`src/rtl/tr_sequencer.sv`:
```
`default_nettype none
// tr_sequencer: HL2 transmit/receive sequencer with timed relay/DAC keying, inhibit and TX watchdog.
// Revision 1.0
module tr_sequencer #(
  parameter int TICK_DIV      = 77,
  parameter int PRE_TICKS     = 1000,
  parameter int POST_TICKS    = 1000,
  parameter int TIMEOUT_TICKS = 60000000
) (
  input  logic       clk,
  input  logic       rst_n,
  input  logic       tx_req,
  input  logic       cw_keydown,
  input  logic       tx_inhibit_n,
  input  logic       pa_enable,
  input  logic       ext_tr_enable,
  input  logic [9:0] hang_ticks,
  output logic       rfsw_sel,
  output logic       pa_inttr,
  output logic       pa_exttr,
  output logic       txquiet_n,
  output logic       tx_active,
  output logic       timeout_flag,
  output logic [2:0] state
);

  localparam int PP_MAX = (PRE_TICKS > POST_TICKS) ? PRE_TICKS : POST_TICKS;
  localparam int DW_W   = ($clog2(PP_MAX + 1) > 10) ? $clog2(PP_MAX + 1) : 10;
  localparam int WD_W   = (TIMEOUT_TICKS > 0) ? $clog2(TIMEOUT_TICKS + 1) : 1;
  localparam int PS_W   = (TICK_DIV > 1) ? $clog2(TICK_DIV) : 1;

  localparam logic [DW_W-1:0] PRE_LOAD  = DW_W'(PRE_TICKS);
  localparam logic [DW_W-1:0] POST_LOAD = DW_W'(POST_TICKS);
  localparam logic [WD_W-1:0] WD_LIMIT  = WD_W'(TIMEOUT_TICKS);
  localparam logic [PS_W-1:0] TICK_LAST = PS_W'(TICK_DIV - 1);

  typedef enum logic [2:0] {
    S_RX      = 3'd0,
    S_ARM     = 3'd1,
    S_TX      = 3'd2,
    S_HANG    = 3'd3,
    S_RELEASE = 3'd4
  } state_t;

  state_t          state_q;
  state_t          state_d;
  logic [1:0]      sync_q;
  logic [PS_W-1:0] presc;
  logic [DW_W-1:0] dwell;
  logic [DW_W-1:0] dwell_load;
  logic [WD_W-1:0] wd;
  logic [WD_W:0]   wd_next_cnt;
  logic            lockout;
  logic            inh;
  logic            req;
  logic            tick;
  logic            dwell_done;
  logic            wd_fire;
  logic            wd_clr;
  logic            fire;
  logic            keyed_d;

  assign inh         = ~sync_q[1];
  assign req         = (tx_req | cw_keydown) & ~inh & ~lockout;
  assign tick        = (presc == TICK_LAST);
  // A dwell of N ticks expires on the last clock of its Nth tick; zero expires at once.
  assign dwell_done  = (dwell == '0) || (tick && (dwell == DW_W'(1)));
  assign wd_next_cnt = {1'b0, wd} + {{WD_W{1'b0}}, tick};
  assign wd_fire     = (TIMEOUT_TICKS != 0) && (wd_next_cnt >= {1'b0, WD_LIMIT});

  always_ff @(posedge clk or negedge rst_n) begin
    if (!rst_n) begin
      sync_q <= 2'b11;
    end else begin
      sync_q <= {sync_q[0], tx_inhibit_n};
    end
  end

  always_ff @(posedge clk or negedge rst_n) begin
    if (!rst_n) begin
      state_q <= S_RX;
    end else begin
      state_q <= state_d;
    end
  end

  always_comb begin
    state_d = state_q;
    wd_clr  = 1'b0;
    fire    = 1'b0;
    case (state_q)
      S_RX: begin
        if (req) state_d = S_ARM;
      end
      S_ARM: begin
        if (!req) begin
          state_d = S_RELEASE;
        end else if (dwell_done) begin
          state_d = S_TX;
          wd_clr  = 1'b1;
        end
      end
      S_TX: begin
        if (inh) begin
          state_d = S_RELEASE;
        end else if (wd_fire) begin
          state_d = S_RELEASE;
          fire    = 1'b1;
        end else if (!req) begin
          state_d = S_HANG;
        end
      end
      S_HANG: begin
        if (inh) begin
          state_d = S_RELEASE;
        end else if (wd_fire) begin
          state_d = S_RELEASE;
          fire    = 1'b1;
        end else if (req) begin
          state_d = S_TX;
        end else if (dwell_done) begin
          state_d = S_RELEASE;
        end
      end
      S_RELEASE: begin
        if (dwell_done) state_d = S_RX;
      end
      default: state_d = S_RX;
    endcase
  end

  always_comb begin
    dwell_load = '0;
    case (state_d)
      S_ARM:     dwell_load = PRE_LOAD;
      S_HANG:    dwell_load = DW_W'(hang_ticks);
      S_RELEASE: dwell_load = POST_LOAD;
      default:   dwell_load = '0;
    endcase
  end

  always_ff @(posedge clk or negedge rst_n) begin
    if (!rst_n) begin
      presc <= '0;
      dwell <= '0;
    end else if (state_d != state_q) begin
      presc <= '0;
      dwell <= dwell_load;
    end else begin
      presc <= tick ? '0 : presc + 1'b1;
      if (tick && (dwell != '0)) dwell <= dwell - 1'b1;
    end
  end

  // Watchdog survives HANG->TX so a chopped key cannot extend the transmit limit.
  always_ff @(posedge clk or negedge rst_n) begin
    if (!rst_n) begin
      wd <= '0;
    end else if (wd_clr) begin
      wd <= '0;
    end else if (tick && (state_q == S_TX || state_q == S_HANG) && (wd < WD_LIMIT)) begin
      wd <= wd + 1'b1;
    end
  end

  always_ff @(posedge clk or negedge rst_n) begin
    if (!rst_n) begin
      lockout <= 1'b0;
    end else if (fire) begin
      lockout <= 1'b1;
    end else if (state_q == S_RX && !tx_req && !cw_keydown) begin
      lockout <= 1'b0;
    end
  end

  assign keyed_d = (state_d == S_ARM) || (state_d == S_TX) || (state_d == S_HANG);

  always_ff @(posedge clk or negedge rst_n) begin
    if (!rst_n) begin
      rfsw_sel  <= 1'b0;
      pa_inttr  <= 1'b0;
      pa_exttr  <= 1'b0;
      txquiet_n <= 1'b0;
      tx_active <= 1'b0;
    end else begin
      rfsw_sel  <= keyed_d;
      pa_inttr  <= keyed_d & pa_enable;
      pa_exttr  <= keyed_d & ext_tr_enable;
      txquiet_n <= (state_d == S_TX);
      tx_active <= (state_d == S_TX);
    end
  end

  assign timeout_flag = lockout;
  assign state        = state_q;

endmodule
`default_nettype wire

```
`config.mk`:
```
export PLATFORM = sky130hd
export DESIGN_NAME = tr_sequencer
export DESIGN_NICKNAME = d
export VERILOG_FILES = /design/src/rtl/tr_sequencer.sv
export SDC_FILE = /design/constraint.sdc
export NUM_CORES = 1
export LEC_CHECK = 0
export BUFFER_PORTS_ARGS = -buffer_cell sky130_fd_sc_hd__clkbuf_2
export CAP_MARGIN = 20
export CORE_MARGIN = 1.5
export CORE_UTILIZATION = 32
export CTS_BUF_LIST = sky130_fd_sc_hd__clkbuf_4 sky130_fd_sc_hd__clkbuf_8
export DETAILED_ROUTE_END_ITERATION = 12
export GPL_TIMING_DRIVEN = 0
export MAX_ROUTING_LAYER = met4
export PLACE_DENSITY = 0.49
export RECOVER_POWER = 25
export SETUP_SLACK_MARGIN = 0.3
export SKIP_LAST_GASP = 1
export SYNTH_ARGS = -nofsm -noshare
export SYNTH_HDL_FRONTEND = slang
export SYNTH_SLANG_ARGS = --single-unit
```
`constraint.sdc`:
```
create_clock -name clk -period 8.3 [get_ports clk]
set_clock_uncertainty 0.15 [all_clocks]
set_input_delay 2.49 -clock clk [delete_from_list [all_inputs] [get_ports clk]]
set_output_delay 2.49 -clock clk [all_outputs]
set_load 0.03 [all_outputs]
```
==> flow_metrics.py <==
metrics = {
    "critical_path": {
        "critPathTopFamily": "simple AND/OR/NAND/NOR gates",
        "worstSetupEndpoint": "dwell[9]",
        "setup.worst_path.start": "presc[0]",
        "crit_slowest_cell": "or4_1",
        "reg2reg_depth": 18,
        "reg2reg_to": "dwell[9]",
        "rrSetupSlack_ps": 3210,
        "cp-end-kind": "register",
        "path_class": "register to register",
        "r2r-start": "presc[0]",
        "path_common_cell": "ha_1",
        "crit_buf_inv": 4,
        "cp_data_arrival_time_ps": 5130,
        "cp-start-kind": "register",
        "path_cells": "inv_1 > ha_1 > nor4bb_1 > and3_1 > clkbuf_1 > ha_1 > ha_1 > nand4_1 > nor4_2 > xor2_1 > nand3_1 > a211o_1 > or4_1 > clkbuf_2 > a21oi_2 > o32a_2 > buf_6 > mux2_2",
        "cp_max_fo": 8,
        "required_ps": 8350,
        "critPathMaxStageDelay_ps": 510,
        "path_depth": 18,
    },
    "worst_hold_path": {
        "min_path_type": "register to register",
    },
    "clock_tree": {
        "cts_max_level": 2,
        "clk_latency_ps": 310,
        "cts_buffer_depth": 2,
        "cts_resized": 0,
        "cts_buffers": 5,
        "cts_post_setup_buffers_inserted": 0,
        "cts_hold_buf": 0,
        "clk_pin_slew_worst_paths_ps": 100,
        "root_buffer": "clkbuf_8",
        "cts_tree": "yes",
        "cts_sinks": 53,
    },
    "die": {
        "row_count": 37,
        "die_y_um": 107,
        "core_area_um2": 10400,
        "initial_core_util_pct": 33.2,
        "pin_count": 26,
        "dieArea_um2": 11400,
        "fp.dieW_um": 107,
    },
    "timing": {
        "finalCriticalPeriod_ps": 5090,
        "worst_pin_slew_ps": 1690,
        "timing.final.crit_share_pct": 61.3,
        "setup_slack_ps": 3210,
        "hold_violations": 0,
        "rsz0062_at_grt": "no",
        "max-slew-margin-rel_pct": -13.0,
        "setup_viol": 0,
        "slew_violations": 27,
        "max_freq_ghz": 0.197,
        "tns_ps": 0,
        "whs_ps": 209,
    },
    "synth": {
        "synth-xor-area-share_pct": 11.4,
        "synth-compound-area-share_pct": 6.65,
        "async_flop_share_pct": 100,
        "post_synth_mux_area_share_pct": 4.07,
        "syn-cell-area_um2": 3440,
        "ys.flop_type": "dfrtp_1",
        "synth_simple_gate_area_share_pct": 32.3,
        "synth_top_family_by_area": "simple AND/OR/NAND/NOR gates",
        "synth-seq-area-share_pct": 38.6,
        "synth_enable_flop_cells": 0,
        "synth_adder_area_share_pct": 2.54,
        "ys_warn_count": 0,
        "syn-mean-instance-area_um2": 9.13,
        "ys_ff_latch": 53,
        "syn_inst": 377,
        "synth_nets": 401,
        "ys_types": 60,
    },
    "power": {
        "switchingPower_mw": 0.0915,
        "switching_share_pct": 21.3,
        "vdd_ir_drop_max_v": 0.0000447,
        "pwr-share-comb_pct": 2.7,
        "leakagePower_nw": 1.48,
        "internal-power_mw": 0.338,
        "p_per_area_nw_per_um2": 111,
        "clkPwrFrac_pct": 36.9,
        "seq_power_share_pct": 60.4,
        "finalPower_mw": 0.430,
    },
    "routing": {
        "avgViaCountPerCell": 4.96,
        "drc": 0,
        "routed_wl_um": 7550,
        "dr.pass1.iters": 4,
        "drt-initial-drc-count": 113,
        "via_count": 2717,
        "wl_per_cell_um": 13.8,
        "postRouteAntennaNets": 0,
    },
    "place": {
        "dpl_worst_slack_ps": 3260,
        "postPlaceCellArea_um2": 3790,
        "place_congestion": 0.836,
        "dpl.hpwl_um": 5740,
        "port_buffers": 25,
        "dp_cells": 540,
    },
    "cells_and_area": {
        "post-route-util_pct": 37.3,
        "layout_common_cells": "dfrtp_1 (51), nor2_1 (45), nand2_1 (33)",
        "syn_to_final_growth_pct": 12.3,
        "drive_gt1_share_pct": 18.9,
        "final_common_cell": "dfrtp_1",
        "fin_nets": 435,
        "fin_area_um2": 3870,
        "antenna_cells": 0,
        "fillerInstances": 1097,
        "stdcell_count": 548,
    },
    "global_routing": {
        "antenna_found_initial": 0,
        "grt_usage_pct": 14.7,
        "grt_pass1_wl_um": 13200,
        "overflow": 0,
        "grt_max_degree": 28,
        "first_global_vias": 2735,
    },
    "run_status": {
        "status": "complete, but fails checks",
        "failed_checks": "max-capacitance violations, max-slew violations",
    },
    "job": {
        "drv_cap": 1,
    },
}
==> worst min-delay path by stage <==
| stage | from | end | slack (ps) | cells past startpoint |
|---|---|---|---|---|
| detailed placement | sync_q[0] | sync_q[1] | 200 | 0 |
| CTS | sync_q[0] | sync_q[1] | 210 | 0 |
| global placement | sync_q[0] | sync_q[1] | 200 | 0 |
| floorplan | sync_q[0] | sync_q[1] | 200 | 0 |
| finish | sync_q[0] | sync_q[1] | 210 | 0 |
| global route | sync_q[0] | sync_q[1] | 220 | 0 |
==> layout make-up <==
cell class,count,area (µm²),share of cell area [%]
timing repair buffer,27,155,4.01
buffer,21,118,3.04
multi-input combinational,294,1960,50.8
sequential,53,1330,34.4
tap,136,170,4.40
clock buffer,8,97.6,2.52
inverter,9,33.8,0.874
==> cell usage after synthesis, types with 7 or more instances <==
cell type  count  share of area, %
nor3_1        15               2.2
ha_1           7               2.5
dfrtp_1       51                37
nand2_1       33               3.6
buf_2          7               1.0
mux2_2         8               2.6
and2_1         7               1.3
nand3_1       31               4.5
nand4_1       10               1.8
xor2_1        23               5.9
inv_1          9              0.98
nor2_1        45               4.9
xnor2_1       22               5.6
clkbuf_1       7              0.76
==> kinds of logic (layout without fill, tap and decap cells) <==
family                     count (synthesis)  in the layout
and+or+nand+nor                          197            197
DFF                                       53             53
xor gates and xnor gates                  45             45
AOI/OAI and AO/OA                         32             32
buffers and inverters                     30             65
muxes                                     13             13
adders and majority gates                  7              7
==> registers in the layout (all words and copies together), names as in the netlist <==
name and count:
dwell 10, pa_exttr 1, pa_inttr 1, presc 7
rfsw_sel 1, state 3, sync_q 2, timeout_flag 1
tx_active 1, wd 26
==> metal layers <==
metal	share of wire [%]	wire length, µm	vias up	global-route usage, %
li1	-	-	1383	-
met2	49	3700	33	24.5
met1	48	3590	1297	18.4
met3	2.9	218	4	2.80
met5	0	0	-	-
met4	0.61	46	0	3.33
==> worst reg2reg max path, delay by kind of cell (launching register included) <==
family	cells	cell delay, ps
simple gates	6	1770
mux	1	340
xor+xnor	1	180
buf+inv	4	790
fa+ha+maj	3	650
flops	1	430
compound gates	3	660
==> power groups by stage <==
stage,clock [mW],sequential (mW),combinational [mW]
after floorplan,0,0.264,0.000922
after global placement,0,0.265,0.0103
final,0.159,0.259,0.0117
after detailed placement,0,0.265,0.0132
after CTS,0.169,0.260,0.0133
after global routing,0.179,0.260,0.0136
No activity file was read; power rests on OpenSTA's default activity.
